===== src/rtl/sa_pkg.sv =====
// Shared types and constants for the classifier result collector.
package sa_pkg;

    // Classifier rule id width; the result entry layout depends on it.
    localparam int RULE_ID_W = 14;

    // Source lane encoding stored with every result.
    localparam logic LANE_1 = 1'b0;
    localparam logic LANE_2 = 1'b1;

    // One buffered result: {lane, hit, rule_id} = 16 bits.
    typedef struct packed {
        logic                 lane;
        logic                 hit;
        logic [RULE_ID_W-1:0] rule_id;
    } result_t;

    localparam int RESULT_W = $bits(result_t);

    // Build an entry; a miss carries no meaningful rule id, so store zero.
    function automatic result_t make_result(input logic lane,
                                            input logic hit,
                                            input logic [RULE_ID_W-1:0] id);
        result_t r;
        r.lane    = lane;
        r.hit     = hit;
        r.rule_id = hit ? id : '0;
        return r;
    endfunction

endpackage


===== src/rtl/sa_sat_counter.sv =====
// Saturating statistics counter: adds 0..2 per cycle, synchronous clear wins
// over a same-cycle increment, sticks at all-ones.
module sa_sat_counter #(
    parameter int CNT_W = 32
) (
    input  logic             clk,
    input  logic             rst_n,
    input  logic             clr,
    input  logic [1:0]       inc,
    output logic [CNT_W-1:0] cnt
);

    logic [CNT_W-1:0] cnt_q;
    logic [CNT_W-1:0] cnt_d;
    logic [CNT_W:0]   sum;

    // Next count: clear, saturate on carry-out, or plain add.
    always_comb begin
        sum   = {1'b0, cnt_q} + {{(CNT_W-1){1'b0}}, inc};
        cnt_d = cnt_q;
        if (clr) begin
            cnt_d = '0;
        end else if (sum[CNT_W]) begin
            cnt_d = '1;
        end else begin
            cnt_d = sum[CNT_W-1:0];
        end
    end

    // Counter register with asynchronous reset.
    always_ff @(posedge clk or negedge rst_n) begin
        if (!rst_n) begin
            cnt_q <= '0;
        end else begin
            cnt_q <= cnt_d;
        end
    end

    assign cnt = cnt_q;

endmodule


===== src/rtl/sa_result_collector.sv =====
// Merges the two classifier result lanes into one ordered stream, buffers it
// in a 2-write/1-read FIFO with valid/ready output, and keeps hit/miss/drop
// statistics. Inputs cannot be stalled, so results that do not fit are dropped.
module sa_result_collector
    import sa_pkg::*;
#(
    parameter int RULE_ID_W = sa_pkg::RULE_ID_W,   // must match the package entry layout
    parameter int DEPTH     = 16,                  // power of two, >= 4
    parameter int CNT_W     = 32
) (
    input  logic                       clk,
    input  logic                       RSTn,
    input  logic [RULE_ID_W-1:0]       rule_id1,
    input  logic                       data_valid1,
    input  logic                       action_valid1,
    input  logic [RULE_ID_W-1:0]       rule_id2,
    input  logic                       data_valid2,
    input  logic                       action_valid2,
    output logic                       res_valid,
    input  logic                       res_ready,
    output logic [RULE_ID_W-1:0]       res_rule_id,
    output logic                       res_hit,
    output logic                       res_lane,
    output logic [$clog2(DEPTH):0]     fifo_level,
    input  logic                       clr_stats,
    output logic [CNT_W-1:0]           hit_cnt,
    output logic [CNT_W-1:0]           miss_cnt,
    output logic [CNT_W-1:0]           drop_cnt,
    output logic                       overflow
);

    localparam int PTR_W = $clog2(DEPTH);
    localparam int LVL_W = PTR_W + 1;

    // Storage and pointers
    result_t          mem_q [DEPTH];
    result_t          mem_d [DEPTH];
    logic [PTR_W-1:0] wr_ptr_q, wr_ptr_d;
    logic [PTR_W-1:0] rd_ptr_q, rd_ptr_d;
    logic [LVL_W-1:0] level_q, level_d;
    logic             overflow_q, overflow_d;

    // Per-cycle write decision
    logic             pop;
    logic [LVL_W:0]   avail;
    logic             wr1, wr2;
    logic [PTR_W-1:0] addr2;
    logic [1:0]       n_written;
    logic [1:0]       hit_inc, miss_inc, drop_inc;
    result_t          entry1, entry2, head;

    assign res_valid = (level_q != '0);
    assign pop       = res_valid & res_ready;

    // Decide which lanes fit: lane 1 claims the first free slot, lane 2 the next.
    always_comb begin
        entry1    = make_result(LANE_1, action_valid1, rule_id1);
        entry2    = make_result(LANE_2, action_valid2, rule_id2);
        // A same-cycle pop frees one slot for this cycle's writes.
        avail     = (LVL_W+1)'(DEPTH) - {1'b0, level_q} + (LVL_W+1)'(pop);
        wr1       = data_valid1 && (avail != '0);
        wr2       = data_valid2 && (avail > (LVL_W+1)'(wr1));
        addr2     = wr_ptr_q + PTR_W'(wr1);
        n_written = {1'b0, wr1} + {1'b0, wr2};
        hit_inc   = {1'b0, wr1 & action_valid1}  + {1'b0, wr2 & action_valid2};
        miss_inc  = {1'b0, wr1 & ~action_valid1} + {1'b0, wr2 & ~action_valid2};
        drop_inc  = {1'b0, data_valid1 & ~wr1}   + {1'b0, data_valid2 & ~wr2};
    end

    // Next storage contents: write accepted entries at their slots.
    always_comb begin
        mem_d = mem_q;
        if (wr1) begin
            mem_d[wr_ptr_q] = entry1;
        end
        if (wr2) begin
            mem_d[addr2] = entry2;
        end
    end

    // Next pointer, level and sticky overflow state.
    always_comb begin
        wr_ptr_d   = wr_ptr_q + PTR_W'(n_written);
        rd_ptr_d   = rd_ptr_q + PTR_W'(pop);
        level_d    = level_q + LVL_W'(n_written) - LVL_W'(pop);
        overflow_d = overflow_q;
        if (clr_stats) begin
            overflow_d = 1'b0;
        end else if (drop_inc != 2'd0) begin
            overflow_d = 1'b1;
        end
    end

    // Entry storage; contents are meaningless until written, so no reset.
    always_ff @(posedge clk) begin
        mem_q <= mem_d;
    end

    // Control registers; reset empties the FIFO immediately.
    always_ff @(posedge clk or negedge RSTn) begin
        if (!RSTn) begin
            wr_ptr_q   <= '0;
            rd_ptr_q   <= '0;
            level_q    <= '0;
            overflow_q <= 1'b0;
        end else begin
            wr_ptr_q   <= wr_ptr_d;
            rd_ptr_q   <= rd_ptr_d;
            level_q    <= level_d;
            overflow_q <= overflow_d;
        end
    end

    // Head is read straight from storage; zeroed while empty so stale or
    // uninitialised entries never show on the outputs.
    always_comb begin
        head        = mem_q[rd_ptr_q];
        res_rule_id = '0;
        res_hit     = 1'b0;
        res_lane    = 1'b0;
        if (res_valid) begin
            res_rule_id = head.rule_id;
            res_hit     = head.hit;
            res_lane    = head.lane;
        end
    end

    assign fifo_level = level_q;
    assign overflow   = overflow_q;

    sa_sat_counter #(.CNT_W(CNT_W)) u_hit_cnt (
        .clk   (clk),
        .rst_n (RSTn),
        .clr   (clr_stats),
        .inc   (hit_inc),
        .cnt   (hit_cnt)
    );

    sa_sat_counter #(.CNT_W(CNT_W)) u_miss_cnt (
        .clk   (clk),
        .rst_n (RSTn),
        .clr   (clr_stats),
        .inc   (miss_inc),
        .cnt   (miss_cnt)
    );

    sa_sat_counter #(.CNT_W(CNT_W)) u_drop_cnt (
        .clk   (clk),
        .rst_n (RSTn),
        .clr   (clr_stats),
        .inc   (drop_inc),
        .cnt   (drop_cnt)
    );

endmodule


===== config.mk =====
export PLATFORM = sky130hd
export DESIGN_NAME = sa_result_collector
export DESIGN_NICKNAME = d
export VERILOG_FILES = /design/src/rtl/sa_pkg.sv /design/src/rtl/sa_sat_counter.sv /design/src/rtl/sa_result_collector.sv
export SDC_FILE = /design/constraint.sdc
export NUM_CORES = 1
export LEC_CHECK = 0
export CAP_MARGIN = 20
export CORE_MARGIN = 4
export CORE_UTILIZATION = 35
export CTS_CLUSTER_SIZE = 12
export DETAILED_ROUTE_END_ITERATION = 10
export HOLD_SLACK_MARGIN = 0.02
export PLACE_DENSITY = 0.61
export SLEW_MARGIN = 10
export SYNTH_ARGS = -nofsm -noshare
export SYNTH_HDL_FRONTEND = slang
export SYNTH_HIERARCHICAL = 1
export SYNTH_SLANG_ARGS = --single-unit

===== constraint.sdc =====
create_clock -name clk -period 9.05 [get_ports clk]
set_input_delay 0.905 -clock clk [delete_from_list [all_inputs] [get_ports clk]]
set_output_delay 0.905 -clock clk [all_outputs]
set_load 0.1 [all_outputs]

==> flow_metrics.py <==
metrics = {
    "worst_setup_path": {
        "crit_top_cell": "ha_1",
        "max_stage_delay_ns": 0.89,
        "cp.arrival_ns": 7.83,
        "crit_slowest_cell": "nand4_1",
        "rr_worst_depth": 24,
        "endpoint_kind": "register",
        "start_kind": "register",
        "worstPathRequired_ns": 9.52,
        "worstPathMaxFanout": 21,
        "worstPathCellList": "inv_1 > ha_1 > nor4b_1 > inv_1 > nand2_1 > ha_1 > inv_1 > ha_1 > or3_4 > a2111oi_4 > nor2_1 > ha_1 > o21bai_1 > a211oi_4 > nor2b_1 > nor2b_1 > ha_1 > ha_1 > inv_1 > fa_1 > nand4b_4 > nor4_2 > nand4_1 > a21oi_1",
        "crit_type": "reg2reg",
    },
    "run_status": {
        "outcome": "complete, no violations",
    },
    "pwr": {
        "seqPwrFrac_pct": 29.7,
        "power_uw": 9090,
        "peakVddDrop_v": 0.000239,
        "swShare_pct": 47.4,
        "internal_power_uw": 4780,
        "cellPowerDensity_mw_per_mm2": 376,
        "combPwrFrac_pct": 50.9,
        "clockPowerShare_pct": 19.4,
        "p_sw_uw": 4310,
        "leakagePower_uw": 0.00793,
    },
    "global_route": {
        "antenna_found_initial": 4,
        "grt_pass1_vias": 20100,
        "grt_max_degree": 373,
        "track_usage_pct": 23.6,
        "gr-total-overflow": 0,
        "grt_pass1_wl_mm": 124,
    },
    "clock_network": {
        "ctsLongestPathBuffers": 3,
        "clk_pin_slew_ns": 0.06,
        "ctsResizeCount": 0,
        "cts_tree": "yes",
        "cts_root_buf": "clkbuf_16",
        "clock_latency_ns": 0.60,
        "cts_buffers": 42,
        "h-tree-depth": 2,
        "cts_num_sinks": 366,
        "cts_setup_buffers": 0,
        "hold_buffers": 0,
    },
    "yosys": {
        "yosysWarnings": 6,
        "yosysSeqAreaShare_pct": 36.7,
        "ys_ff_latch": 366,
        "syn_inst": 2432,
        "synth_enable_flop_cells": 0,
        "syn-cell-area_sq_mm": 0.0215,
        "synth_top_area_cell": "dfxtp_1",
        "synth_fp_nets": 2501,
        "ys_types": 63,
        "avgSynthCellArea_sq_um": 8.83,
        "synthArstFlopShare_pct": 30.1,
        "synth_top_area_share_pct": 23.9,
        "ys_top_cells_by_area": "dfxtp_1 24%, dfrtp_1 13%, mux4_2 8.4%",
        "synth_ff_type": "dfxtp_1",
    },
    "drt": {
        "drtAntennaViolNets": 0,
        "drt-pass1-iter-count": 8,
        "via_per_inst": 6.63,
        "routedWlPerCell_um": 25.8,
        "drc_errors": 0,
        "vias": 21000,
        "totalWireLength_mm": 81.8,
        "drt_iter0_markers": 2906,
    },
    "sta": {
        "fin_tns_setup_ns": 0,
        "rsz0062_at_grt": "false",
        "hold_viol_final": 0,
        "fin_ws_ns": 1.69,
        "setup_violations": 0,
        "fmaxAchievable_mhz": 136,
        "maxSlewHeadroom_pct": 16.2,
        "final_max_slew_viol_count": 0,
        "hold_ws_ns": 0.411,
        "max_slew.worst_pin.slew_ns": 1.26,
        "finalCritPeriodShare_pct": 81.3,
        "fin_worst_skew_ns": 0.0267,
        "fin_crit_ns": 7.36,
    },
    "floorplan": {
        "initial_utilization_pct": 35.4,
        "die_y_um": 256,
        "io_pins": 155,
        "fp-row-count": 90,
        "die_w_um": 256,
        "core-area_sq_mm": 0.0606,
        "die-area_sq_mm": 0.0654,
    },
    "job": {
        "drv_cap": 0,
    },
    "placed_design": {
        "port_buffers": 154,
        "hpwl_mm": 47.9,
        "gp_congestion": 0.892,
        "placed_area_sq_mm": 0.0228,
        "dp_slack_ns": 1.74,
    },
    "finish": {
        "fillers": 5906,
        "layout.nets": 2422,
        "layout-drive-gt1-share_pct": 8.39,
        "fin_area_sq_mm": 0.0242,
        "syn_to_final_growth_pct": 12.7,
    },
    "hold_path": {
        "min_path_type": "in2async",
    },
}
==> critical path: cells and delay by family, from the launching register on <==
family / cells / cell delay (ns)
fa+ha+maj: 7 / 1.89
flops: 1 / 0.41
buf+inv: 4 / 0.65
simple gates: 9 / 3.08
compound gates: 4 / 1.20
==> layout by cell type (no fill, tap or decap), types with 4 or more instances in the layout <==
cell	n
or3_1	274
clkbuf_16	42
buf_4	24
nor2_1	35
dfxtp_1	256
nand2_1	85
nand3_1	59
nand4_1	37
ha_1	28
nor3_1	22
o21ai_0	257
and4_1	12
a21oi_1	67
nor4_1	252
dfrtp_1	108
clkbuf_8	11
nor2b_1	18
and2_1	38
fa_1	5
and3_1	9
nand2b_1	6
a31oi_1	264
clkbuf_1	15
a211o_1	6
clkdlybuf4s50_1	152
xnor2_1	36
xor2_1	7
o21bai_1	10
a211oi_1	9
or4_1	15
o21ai_1	8
inv_1	50
nor4b_1	4
o31ai_1	12
nand4b_1	6
mux4_2	80
==> synthesized netlist by cell type (36+ instances only) <==
master and count:
nand2_1 85, nor4_1 252, nand3_1 60, dfrtp_1 110
nand4_1 37, and2_1 38, o21ai_0 257, a21oi_1 67
clkbuf_1 177, buf_2 50, inv_1 50, dfxtp_1 256
or3_1 274, mux4_2 80, a31oi_1 264, xnor2_1 36
==> final cells by class <==
| type | count | area, sq um | share of cell area [%] |
|---|---|---|---|
| timing repair buffer | 180 | 1760 | 7.28 |
| clock buffer | 68 | 1260 | 5.20 |
| inverter | 51 | 191 | 0.791 |
| multi-input combinational | 1712 | 12000 | 49.5 |
| clock inverter | 8 | 135 | 0.559 |
| sequential | 366 | 7880 | 32.6 |
| antenna | 2 | 5.00 | 0.0207 |
| tap | 782 | 978 | 4.04 |
==> stage by stage <==
stage	util (%)	cells
2_1_floorplan	-	2432
3_3_place_gp	37.6	3089
3_5_place_dp	37.6	3089
4_1_cts	39.9	3165
5_1_grt	39.9	3167
6_report	39.9	3169
==> metal layers <==
metal / up-vias / global-route usage [%] / part of all wire (%)
met5: - / 0 / 0.037
met4: 4 / 9.17 / 3.9
met3: 214 / 6.70 / 12
met2: 1292 / 35.8 / 44
met1: 10300 / 31.9 / 40
li1: 9230 / - / -
==> flip-flops by register name, indices dropped and copies added (netlist names) <==
register	flops
fifo_level	5
mem_q	256
rd_ptr_q	4
u_miss_cnt/cnt	32
overflow	1
wr_ptr_q	4
u_drop_cnt/cnt	32
u_hit_cnt/cnt	32
==> logic make-up after synthesis <==
kind of cell    count (synthesis)  synth area share (%)
buf+inv                       354                  7.59
simple gates                  898                  25.4
mux                            86                  8.69
compound gates                652                  17.8
flops                         366                  36.7
xor+xnor                       43                  1.75
fa+ha+maj                      33                  2.10
==> worst paths after layout <==
check                      slack (ns)                 to          start
hold / removal                   0.41  u_hit_cnt/cnt[25]           RSTn
hold reg to reg                  0.46         mem_q[239]     mem_q[239]
min in group clk                 0.46         mem_q[239]     mem_q[239]
setup reg to reg                 1.69  u_miss_cnt/cnt[0]  fifo_level[3]
max in group asynchronous        7.33        rd_ptr_q[0]           RSTn
setup / recovery                 1.69  u_miss_cnt/cnt[0]  fifo_level[3]
==> power by group through the flow <==
stage	sequential [uW]	clock [uW]	combinational, uW
6_report	2700	1760	4630
2_1_floorplan	2630	0	3260
3_3_place_gp	2680	0	4410
5_1_grt	2760	1850	4820
4_1_cts	2680	1780	4510
3_5_place_dp	2700	0	4510
Note: power is estimated with default switching activity, not from simulation.
